--- config.mk ---
export PLATFORM = sky130hd
export DESIGN_NAME = sort_serializer
export DESIGN_NICKNAME = d
export VERILOG_FILES = /design/src/rtl/sort_serializer.sv
export SDC_FILE = /design/constraint.sdc
export NUM_CORES = 1
export LEC_CHECK = 0
export CORE_MARGIN = 4
export CORE_UTILIZATION = 58
export CTS_CLUSTER_SIZE = 12
export DETAILED_ROUTE_END_ITERATION = 7
export PLACE_DENSITY = 0.87
export SYNTH_ARGS = -nofsm -noshare
export SYNTH_HDL_FRONTEND = slang
export SYNTH_SLANG_ARGS = --single-unit
--- constraint.sdc ---
create_clock -name clk -period 35.9 [get_ports clk]
set_input_delay 10.77 -clock clk [delete_from_list [all_inputs] [get_ports clk]]
set_output_delay 10.77 -clock clk [all_outputs]
set_load 0.005 [all_outputs]
--- src/rtl/sort_serializer.sv ---
// sort_serializer: buffers whole sorted vectors from a sorter with no backpressure and streams them
// out one element per transfer. Define SORT_SER_DESC_EN to emit each vector largest-first.
module sort_serializer #(
    parameter int WIDTH    = 32,
    parameter int DEPTH    = 8,
    parameter int VEC_FIFO = 2
) (
    input  logic                           clk,
    input  logic                           rst,
    input  logic                           valid_in,
    input  logic signed [WIDTH-1:0]        sorted_in [DEPTH],
    output logic signed [WIDTH-1:0]        out_data,
    output logic                           out_valid,
    input  logic                           out_ready,
    output logic                           out_last,
    output logic [$clog2(DEPTH)-1:0]       out_index,
    output logic [$clog2(VEC_FIFO+1)-1:0]  vec_count,
    output logic                           overflow,
    output logic                           overflow_sticky
);
    localparam int IW = $clog2(DEPTH);
    localparam int CW = $clog2(VEC_FIFO + 1);
    localparam int PW = (VEC_FIFO > 1) ? $clog2(VEC_FIFO) : 1;

    localparam logic [IW-1:0] LAST_IDX = IW'(DEPTH - 1);
    localparam logic [PW-1:0] LAST_PTR = PW'(VEC_FIFO - 1);
    localparam logic [CW-1:0] FULL_CNT = CW'(VEC_FIFO);
    localparam logic [CW-1:0] ONE_CNT  = CW'(1);

    localparam logic [0:0] EMPTY  = 1'b0;
    localparam logic [0:0] STREAM = 1'b1;

    logic [0:0]              r_state;
    logic signed [WIDTH-1:0] r_mem [VEC_FIFO][DEPTH];
    logic [PW-1:0]           r_wrPtr;
    logic [PW-1:0]           r_rdPtr;
    logic [CW-1:0]           r_count;
    logic [IW-1:0]           r_index;
    logic                    r_sticky;

    logic                    w_xfer;
    logic                    w_pop;
    logic                    w_push;
    logic                    w_drop;
    logic [IW-1:0]           w_elem;

    function automatic logic [PW-1:0] nextPtr(input logic [PW-1:0] p);
        return (p == LAST_PTR) ? '0 : p + 1'b1;
    endfunction

    // A full buffer still takes a vector when the head vector leaves in the same cycle.
    assign w_xfer = (r_state == STREAM) && out_ready;
    assign w_pop  = w_xfer && (r_index == LAST_IDX);
    assign w_push = valid_in && ((r_count < FULL_CNT) || w_pop);
    assign w_drop = valid_in && !w_push;

`ifdef SORT_SER_DESC_EN
    assign w_elem = ~r_index;
`else
    assign w_elem = r_index;
`endif

    assign out_valid       = (r_state == STREAM);
    assign out_data        = r_mem[r_rdPtr][w_elem];
    assign out_last        = out_valid && (r_index == LAST_IDX);
    assign out_index       = r_index;
    assign vec_count       = r_count;
    assign overflow        = w_drop;
    assign overflow_sticky = r_sticky;

    // Vector storage carries no reset; the control state alone decides what is valid.
    always_ff @(posedge clk) begin
        if (w_push) begin
            r_mem[r_wrPtr] <= sorted_in;
        end
    end

    always_ff @(posedge clk or negedge rst) begin
        if (!rst) begin
            r_state  <= EMPTY;
            r_wrPtr  <= '0;
            r_rdPtr  <= '0;
            r_count  <= '0;
            r_index  <= '0;
            r_sticky <= 1'b0;
        end else begin
            if (w_push) begin
                r_wrPtr <= nextPtr(r_wrPtr);
            end
            if (w_pop) begin
                r_rdPtr <= nextPtr(r_rdPtr);
            end
            if (w_xfer) begin
                r_index <= w_pop ? '0 : r_index + 1'b1;
            end
            if (w_drop) begin
                r_sticky <= 1'b1;
            end

            case ({w_push, w_pop})
                2'b10:   r_count <= r_count + ONE_CNT;
                2'b01:   r_count <= r_count - ONE_CNT;
                default: r_count <= r_count;
            endcase

            case (r_state)
                EMPTY: begin
                    if (w_push) begin
                        r_state <= STREAM;
                    end
                end
                default: begin
                    if (w_pop && !w_push && (r_count == ONE_CNT)) begin
                        r_state <= EMPTY;
                    end
                end
            endcase
        end
    end
endmodule

# Yosys cells after proc, flatten, opt, wreduce, memory -nomap -nowiden
# Memories as Yosys holds them, arrays and structs flattened.
# Cells that the tools add are included.
[classes] add_sub_neg=5 bitwise_logic=1 div_mod_pow=0 magnitude_cmp=2 n_mux=11 n_reduce_logical=10 n_eq_ne=4 multipliers=0 n_shift=0
[op_table] cell="$bmux 32 s3" count=1
[op_table] cell="$mux 32" count=2
[op_table] cell="$logic_and 1x1->1" count=7
[op_table] cell="$mux 1" count=6
[op_table] cell="$eq 2x1->1 const B" count=2
[op_table] cell="$ge 4x4->1 const B" count=1
[op_table] cell="$not 3->4" count=1
[op_table] cell="$pmux 2 s2" count=1
[op_table] cell="$add 3x1->3 const B" count=1
[op_table] cell="$eq 3x3->1 const B" count=1
[op_table] cell="$mux 3" count=1
[op_table] cell="$add 1x1->1 const B" count=2
[op_table] cell="$add 2x1->2 const B" count=1
[op_table] cell="$eq 2x2->1 const B" count=1
[op_table] cell="$lt 2x2->1 const B" count=1
[op_table] cell="$reduce_bool 2->1" count=1
[op_table] cell="$sub 2x1->2 const B" count=1
[op_table] cell="$logic_not 1->1" count=1
[op_table] cell="$logic_or 1x1->1" count=1
[totals] rom_bits=0 ramBits=512 inputBits=260 memories=1 latchBits=0 register_bits=9
[memory_table] memory="r_mem" words=2 word_bits=256 rd=1 rd_clocked_by_memory_dff=0 write_ports=1 line="34" source="logic signed [WIDTH-1:0] r_mem [VEC_FIFO][DEPTH];"

# Depth between registers and ports, before layout
# Gate-level depths: netlist of run 1.
[depth] ltp_word=9 depth_mapped=9 depth_no_buf=9

# Least setup slack after synthesis of run 1
# OpenSTA, ideal clock, no wires.
[synth_path] kind="in2reg" from="input out_ready" to="memory r_mem[0][0] (netlist name), enable pin" path_stages=4 path_buffers=0 setup_slack_ns=13.179 t_arrival_ns=21.842 t_required_ns=35.021 path_cell_list="nand3_1 inv_1 o21ai_0 nor2_1"
[synth_via] elab_chain_cells=6
[synth_rtl] element="start, declared" line="14" source="input logic out_ready,"
[synth_rtl] element="$logic_and 1x1->1" line="52" source="assign w_xfer = (r_state == STREAM) && out_ready;"
[synth_rtl] element="$logic_and 1x1->1" line="53" source="assign w_pop = w_xfer && (r_index == LAST_IDX);"
[synth_rtl] element="via w_pop" line="42" source="logic w_pop;"
[synth_rtl] element="$logic_or 1x1->1" line="54" source="assign w_push = valid_in && ((r_count < FULL_CNT) || w_pop);"
[synth_rtl] element="$logic_and 1x1->1" line="54"
[synth_rtl] element="$mux 1" line="73" source="if (w_push) begin"
[synth_rtl] element="$mux 1 (implied by the code)" line="74" source="r_mem[r_wrPtr] <= sorted_in;"
[synth_rtl] element="end, declared" line="34"
# The timed path passes the listed nets, and every way through them passes these cells.

# Worst setup path after layout of run 1
[layout_path] from="input out_ready" to="output overflow"
[layout_via] elab_chain_cells=6
[layout_rtl] element="$logic_and 1x1->1" line="52"
[layout_rtl] element="$logic_and 1x1->1" line="53"
[layout_rtl] element="$logic_or 1x1->1" line="54"
[layout_rtl] element="$logic_and 1x1->1" line="54"
[layout_rtl] element="$logic_not 1->1" line="55" source="assign w_drop = valid_in && !w_push;"
[layout_rtl] element="$logic_and 1x1->1" line="55"
[layout_rtl] element="end, declared" line="18" source="output logic overflow,"
# No other way between the ends.

==> flow_summary.json, run 1 <==
{
  "power_density_nw_per_um2": 78.1,
  "layout_worst_path_cycle_share": 0.635,
  "groute.usage.overall": 0.236,
  "syn-mean-instance-area_sq_um": 23.6,
  "fp.dieArea_sq_um": 36700,
  "grt_pass1_vias": 10700,
  "drt_wl_total_um": 43300,
  "yosys.cell_types.count": 26,
  "design.core.area_sq_um": 32900,
  "syn-cell-area_sq_um": 19500,
  "clock-skew-final_ns": 0.0203,
  "initial_core_util": 0.594,
  "fraction_of_power_consumed_by_combinational_cells": 0.287,
  "fillers": 1813,
  "power_frac_seq": 0.459,
  "ys.flop_type": "sky130_fd_sc_hd__edfxtp_1",
  "fraction_of_post_synthesis_cell_area_in_the_top_cell_type_by_area": 0.787,
  "cp_arrival_ns": 12.04,
  "synth-warning-count": 0,
  "holdPathEnd": "overflow_sticky",
  "io_buffer_count": 300,
  "post-route-drc-count": 0,
  "crit_type": "input port to output port",
  "sw_frac_of_total": 0.277,
  "synth.net_count": 1091,
  "row_count": 66,
  "grt_setup_unrepaired": "no",
  "timing.final.max_slew_violations": 0,
  "cts_max_path_buffers": 3,
  "status": "complete, no violations",
  "numClockSinks": 521,
  "worst_path_cell_trace": "clkdlybuf4s50_1 -> nand3_1 -> and3_1 -> clkdlybuf4s50_1",
  "crit-reg2reg-launch": "out_index[0]",
  "synth.top_cells.by_area": "sky130_fd_sc_hd__edfxtp_1 (79%), sky130_fd_sc_hd__mux4_2 (15%), sky130_fd_sc_hd__a22oi_1 (2.5%)",
  "drt_pre_antenna_iters": 5,
  "worstSetupStartpointType": "input port",
  "synth.most_common_cell": "sky130_fd_sc_hd__edfxtp_1",
  "synth.yosys.seq_area_share": 0.799,
  "numCtsBuffers": 52,
  "worst_pin_slew_ns": 1.13,
  "io-pin-count": 301,
  "synth-seq-cells": 521,
  "detailed_place.area_sq_um": 23000,
  "timing.critical_path.fanout_max": 3,
  "grt_antenna_before_repair": 6,
  "clock_insertion_delay_worst_skew_ns": 0.56,
  "grt_remaining_overflow": 0,
  "synth_edf_count": 512,
  "die_h_um": 192,
  "worst_ir_drop_vdd_v": 0.0000518,
  "final.min_clock_period_ns": 22.81,
  "timing.final.hold_violations": 0,
  "worst_slew_margin_rel": 0.237,
  "worst_hold_check_slack_ns": 0.472,
  "wire_length_of_the_first_global_routing_pass_um": 64200,
  "hold_path_class": "register to register",
  "async_flop_share": 0.0173,
  "internal_power_mw": 1.39,
  "post_cts_buffers": 0,
  "cts_root_buf": "sky130_fd_sc_hd__clkbuf_16",
  "worst_ep_required_time_ns": 25.13,
  "horizontal_die_dimension_um": 192,
  "synthCells": 826,
  "synth_common_cells": "sky130_fd_sc_hd__edfxtp_1 (512), sky130_fd_sc_hd__mux4_2 (128), sky130_fd_sc_hd__a22oi_1 (64)",
  "drtAntennaViolNets": 0,
  "timing.critical_path.slowest_cell_delay_ns": 0.47,
  "num_vias": 9759,
  "clkPwrFrac": 0.254,
  "highest_achievable_clock_rate_ghz": 0.0438,
  "fin_util": 0.747,
  "vias_per_cell": 6.01,
  "tritoncts": "built",
  "crit_buf_inv": 2,
  "grt_max_degree": 180,
  "routabilityCongestion": 0.759,
  "synthToLayoutAreaGrowth_pct": 25.7,
  "switchingPower_mw": 0.531,
  "netlist.top_cell.by_area": "sky130_fd_sc_hd__edfxtp_1",
  "drive_gt1_frac": 0.180,
  "finalNetCount": 1414,
  "timing.hold.worst_path_depth": 1,
  "worst_r2r_path_depth": 9,
  "fin_area_sq_um": 24500,
  "cts_hold_buffers": 0,
  "dp.final_hpwl_um": 26200,
  "highest_delay_cell_along_the_critical_path": "sky130_fd_sc_hd__clkdlybuf4s50_1",
  "drt-initial-drc-count": 791,
  "max_cap_violations": 0,
  "worstSetupEndpointType": "output port",
  "setup_viol": 0,
  "timing.reg2reg.setup_slack_ns": 30.21,
  "kind_of_cell_adding_the_most_delay_to_the_critical_path": "buffers and inverters",
  "clkSlewWorstSetupHoldPaths_ns": 0.06,
  "cellLeakagePower_nw": 7.99,
  "timing.critical_path.mode_cell": "sky130_fd_sc_hd__clkdlybuf4s50_1",
  "hold_path_startpoint": "overflow_sticky",
  "r2r-end": "r_mem[0][124]",
  "detail_route.wl_per_cell_um": 26.6,
  "fin_setup_tns_ns": 0,
  "ctsHtreeMaxLevel": 2,
  "ctsResizeCount": 0
}
## layer usage
layer	wire length (um)	GRT usage	vias up
met5	55	0	-
met4	1030	0.0688	8
met3	3960	0.0657	80
met2	22900	0.410	469
met1	15300	0.296	5018
li1	-	-	4184
## registers in the layout, summed over array words and instances, names as in the netlist
name and cells:
out_index 3, r_rdPtr 1, r_mem 512, vec_count 2
out_valid 1, overflow_sticky 1, r_wrPtr 1
## kinds of logic after synthesis
kind of cell	Yosys count	share of synthesized area
fa+ha+maj	5	0.00320
xor+xnor	3	0.00135
mux	129	0.148
compound gates	71	0.0266
simple gates	51	0.0111
flops	521	0.799
buf+inv	46	0.0109
## metrics by stage
stage | setup slack [ns] | total power [mW] | std cells
global route | 13.05 | 2.00 | 1623
finish | 13.09 | 1.92 | 1624
detailed placement | 13.09 | 1.44 | 1537
floorplan | 13.18 | 1.26 | 826
CTS | 13.09 | 1.93 | 1621
global placement | 13.11 | 1.42 | 1537
## power by group through the flow
| stage | clock (mW) | sequential, mW | combinational (mW) |
|---|---|---|---|
| after floorplan | 0 | 0.902 | 0.362 |
| after global placement | 0 | 0.879 | 0.540 |
| after detailed placement | 0 | 0.890 | 0.549 |
| after CTS | 0.496 | 0.882 | 0.557 |
| after global routing | 0.524 | 0.891 | 0.589 |
| final | 0.487 | 0.879 | 0.550 |
## how the worst max path moves through the flow
stage | startpoint | slack, ns | depth (start not counted) | endpoint
2_1_floorplan | out_ready | 13.18 | 4 | r_mem[0][0]
3_3_place_gp | out_ready | 13.11 | 4 | overflow
3_5_place_dp | out_ready | 13.09 | 4 | overflow
4_1_cts | out_ready | 13.09 | 4 | overflow
5_1_grt | out_ready | 13.05 | 4 | overflow
6_report | out_ready | 13.09 | 4 | overflow
## cells in the final DEF, fill, tap and decap left out, types with 2 or more instances in the layout
cell type | synthesis | routed
sky130_fd_sc_hd__buf_4 | 8 | 11
sky130_fd_sc_hd__dfrtp_1 | 9 | 7
sky130_fd_sc_hd__dfrtp_4 | 0 | 2
sky130_fd_sc_hd__nor2_4 | 0 | 3
sky130_fd_sc_hd__clkinv_2 | 0 | 4
sky130_fd_sc_hd__clkbuf_16 | 0 | 53
sky130_fd_sc_hd__nand2_1 | 36 | 36
sky130_fd_sc_hd__inv_6 | 0 | 2
sky130_fd_sc_hd__inv_1 | 3 | 3
sky130_fd_sc_hd__a22oi_1 | 64 | 64
sky130_fd_sc_hd__mux4_2 | 128 | 128
sky130_fd_sc_hd__ha_1 | 5 | 5
sky130_fd_sc_hd__nor2b_4 | 0 | 2
sky130_fd_sc_hd__edfxtp_1 | 512 | 512
sky130_fd_sc_hd__xnor2_1 | 2 | 2
sky130_fd_sc_hd__clkbuf_1 | 23 | 16
sky130_fd_sc_hd__o21ai_0 | 4 | 4
sky130_fd_sc_hd__clkdlybuf4s50_1 | 0 | 300
sky130_fd_sc_hd__clkinv_1 | 0 | 6
sky130_fd_sc_hd__clkbuf_8 | 0 | 2
sky130_fd_sc_hd__nand2b_1 | 2 | 2
sky130_fd_sc_hd__diode_2 | 0 | 3
## layout make-up
type	instances	area, sq um	share of cell area
repair buffers	312	3110	0.127
multi-input cells	259	3760	0.153
diodes	3	7.51	0.000306
inverters	3	11.3	0.000459
clock buffers	71	1410	0.0576
well taps	442	553	0.0225
clock inverters	13	90.1	0.00367
flip-flops and latches	521	15600	0.636
No activity file was read; power rests on OpenSTA's default activity.
==> run 2: changes to the inputs <==
--- a/config.mk
+++ b/config.mk
@@ -6,10 +6,10 @@
 export NUM_CORES = 1
 export LEC_CHECK = 0
 export CORE_MARGIN = 4
-export CORE_UTILIZATION = 58
+export CORE_UTILIZATION = 54
 export CTS_CLUSTER_SIZE = 12
 export DETAILED_ROUTE_END_ITERATION = 7
-export PLACE_DENSITY = 0.87
+export PLACE_DENSITY = 0.82
 export SYNTH_ARGS = -nofsm -noshare
 export SYNTH_HDL_FRONTEND = slang
 export SYNTH_SLANG_ARGS = --single-unit
==> constraint.sdc (replaced) <==
create_clock -name clk -period 22.8 [get_ports clk]
set_input_delay 6.84 -clock clk [delete_from_list [all_inputs] [get_ports clk]]
set_output_delay 6.84 -clock clk [all_outputs]
set_load 0.005 [all_outputs]
==> run 2 against run 1 <==
Clock power is 53% higher. Via count is 0.68% lower. Critical path type unchanged. Utilization fell by 6.0 points. Highest routed layer unchanged. Critical endpoint unchanged.
==> flow_summary.json, run 2 (synthesized netlist as in run 1, its figures left out) <==
{
  "timing.final.hold_violations": 0,
  "drt_wl_total_um": 41200,
  "cellLeakagePower_nw": 7.95,
  "cp_arrival_ns": 8.12,
  "ctsHtreeMaxLevel": 2,
  "clkSlewWorstSetupHoldPaths_ns": 0.06,
  "hold_path_startpoint": "overflow_sticky",
  "grt_remaining_overflow": 0,
  "clock_insertion_delay_worst_skew_ns": 0.58,
  "timing.critical_path.fanout_max": 3,
  "worst_ir_drop_vdd_v": 0.000108,
  "dp.final_hpwl_um": 25400,
  "fillers": 2161,
  "post-route-drc-count": 0,
  "worst_ep_required_time_ns": 15.96,
  "max_flop_register": "r_mem",
  "worst_r2r_path_depth": 8,
  "num_vias": 9693,
  "timing.hold.worst_path_depth": 1,
  "cts_max_path_buffers": 3,
  "synthToLayoutAreaGrowth_pct": 25.4,
  "post_cts_buffers": 0,
  "worstSetupEndpointType": "output port",
  "post-place-ws_ns": 7.85,
  "grt_antenna_before_repair": 7,
  "design.core.area_sq_um": 35700,
  "io_buffer_count": 300,
  "row_count": 69,
  "horizontal_die_dimension_um": 198,
  "grt_pass1_vias": 10500,
  "highest_achievable_clock_rate_ghz": 0.0669,
  "r2r-end": "r_mem[1][122]",
  "worst_pin_slew_ns": 1.21,
  "drtAntennaViolNets": 0,
  "vias_per_cell": 5.92,
  "routabilityCongestion": 0.752,
  "grt_max_degree": 180,
  "layout_commonest_cell": "sky130_fd_sc_hd__edfxtp_1",
  "drt-initial-drc-count": 689,
  "crit_type": "input port to output port",
  "ctsResizeCount": 0,
  "tritoncts": "built",
  "layout.cells.most_common_list": "sky130_fd_sc_hd__edfxtp_1 (512), sky130_fd_sc_hd__clkdlybuf4s50_1 (300), sky130_fd_sc_hd__mux4_2 (128)",
  "finalWorstSetupSlack_ns": 7.84,
  "detail_route.wl_per_cell_um": 25.2,
  "groute.usage.overall": 0.209,
  "fp.dieArea_sq_um": 39300,
  "status": "complete, no violations",
  "initial_core_util": 0.548,
  "fin_util": 0.687,
  "largest_register_ff_count": 512,
  "worstSetupStartpointType": "input port",
  "hold_path_class": "register to register",
  "die_h_um": 198,
  "timing.reg2reg.setup_slack_ns": 18.27,
  "layout_worst_path_cycle_share": 0.656,
  "fin_setup_tns_ns": 0,
  "drive_gt1_frac": 0.177,
  "numClockSinks": 521,
  "max_cap_violations": 0,
  "clock-skew-final_ns": 0.0126,
  "finalNetCount": 1412,
  "timing.final.max_slew_violations": 0,
  "wire_length_of_the_first_global_routing_pass_um": 61900,
  "worst_slew_margin_rel": 0.195,
  "power_density_nw_per_um2": 122,
  "final.min_clock_period_ns": 14.96,
  "numCtsBuffers": 51,
  "grt_setup_unrepaired": "no",
  "holdPathEnd": "overflow_sticky",
  "cts_hold_buffers": 0,
  "io-pin-count": 301,
  "drt_pre_antenna_iters": 5,
  "setup_viol": 0,
  "crit-reg2reg-launch": "out_index[0]",
  "worst_hold_check_slack_ns": 0.495,
  "cts_root_buf": "sky130_fd_sc_hd__clkbuf_16"
}
==> run 2: metal layers <==
metal,global-route usage,vias up,part of all wire
met3,0.0633,79,0.094
met1,0.282,4997,0.38
met2,0.337,426,0.50
met4,0.0584,10,0.024
li1,-,4181,-
met5,0,-,0.0015
==> run 2: worst max path at each step <==
stage | start | to | slack, ns | cells past startpoint
finish | out_ready | overflow | 7.84 | 4
global route | out_ready | overflow | 7.79 | 4
CTS | out_ready | overflow | 7.85 | 4
detailed placement | out_ready | overflow | 7.85 | 4
global placement | out_ready | overflow | 7.87 | 4
floorplan | out_ready | r_mem[0][0] | 4.01 | 4
==> run 2: worst max-delay path, stage by stage <==
cell and delay [ns]:
sky130_fd_sc_hd__clkdlybuf4s50_1 0.48, sky130_fd_sc_hd__nand3_1 0.12, sky130_fd_sc_hd__and3_1 0.23, sky130_fd_sc_hd__clkdlybuf4s50_1 0.45
==> run 2: final cells by class <==
type                       count  area (sq um)  area share
antenna                        4          10.0    0.000409
clock buffer                  71          1380      0.0564
clock inverter                 7          43.8     0.00179
inverter                       3          11.3    0.000460
multi-input combinational    259          3760       0.153
sequential                   521         15600       0.637
tap                          461           577      0.0235
timing repair buffer         311          3110       0.127
==> run 2: metrics by stage <==
step / std cells / power, mW / cell area, sq um
after floorplan: 826 / 1.99 / 19500
after global placement: 1555 / 2.24 / 23100
after detailed placement: 1555 / 2.27 / 23100
after CTS: 1633 / 3.02 / 24500
after global routing: 1635 / 3.13 / 24500
final: 1637 / 2.99 / 24500
==> run 2: power by group <==
part           internal (mW)  switching (mW)  total, mW
Combinational          0.457           0.406      0.863
Sequential              1.28          0.0939       1.38
Clock                  0.417           0.328      0.744
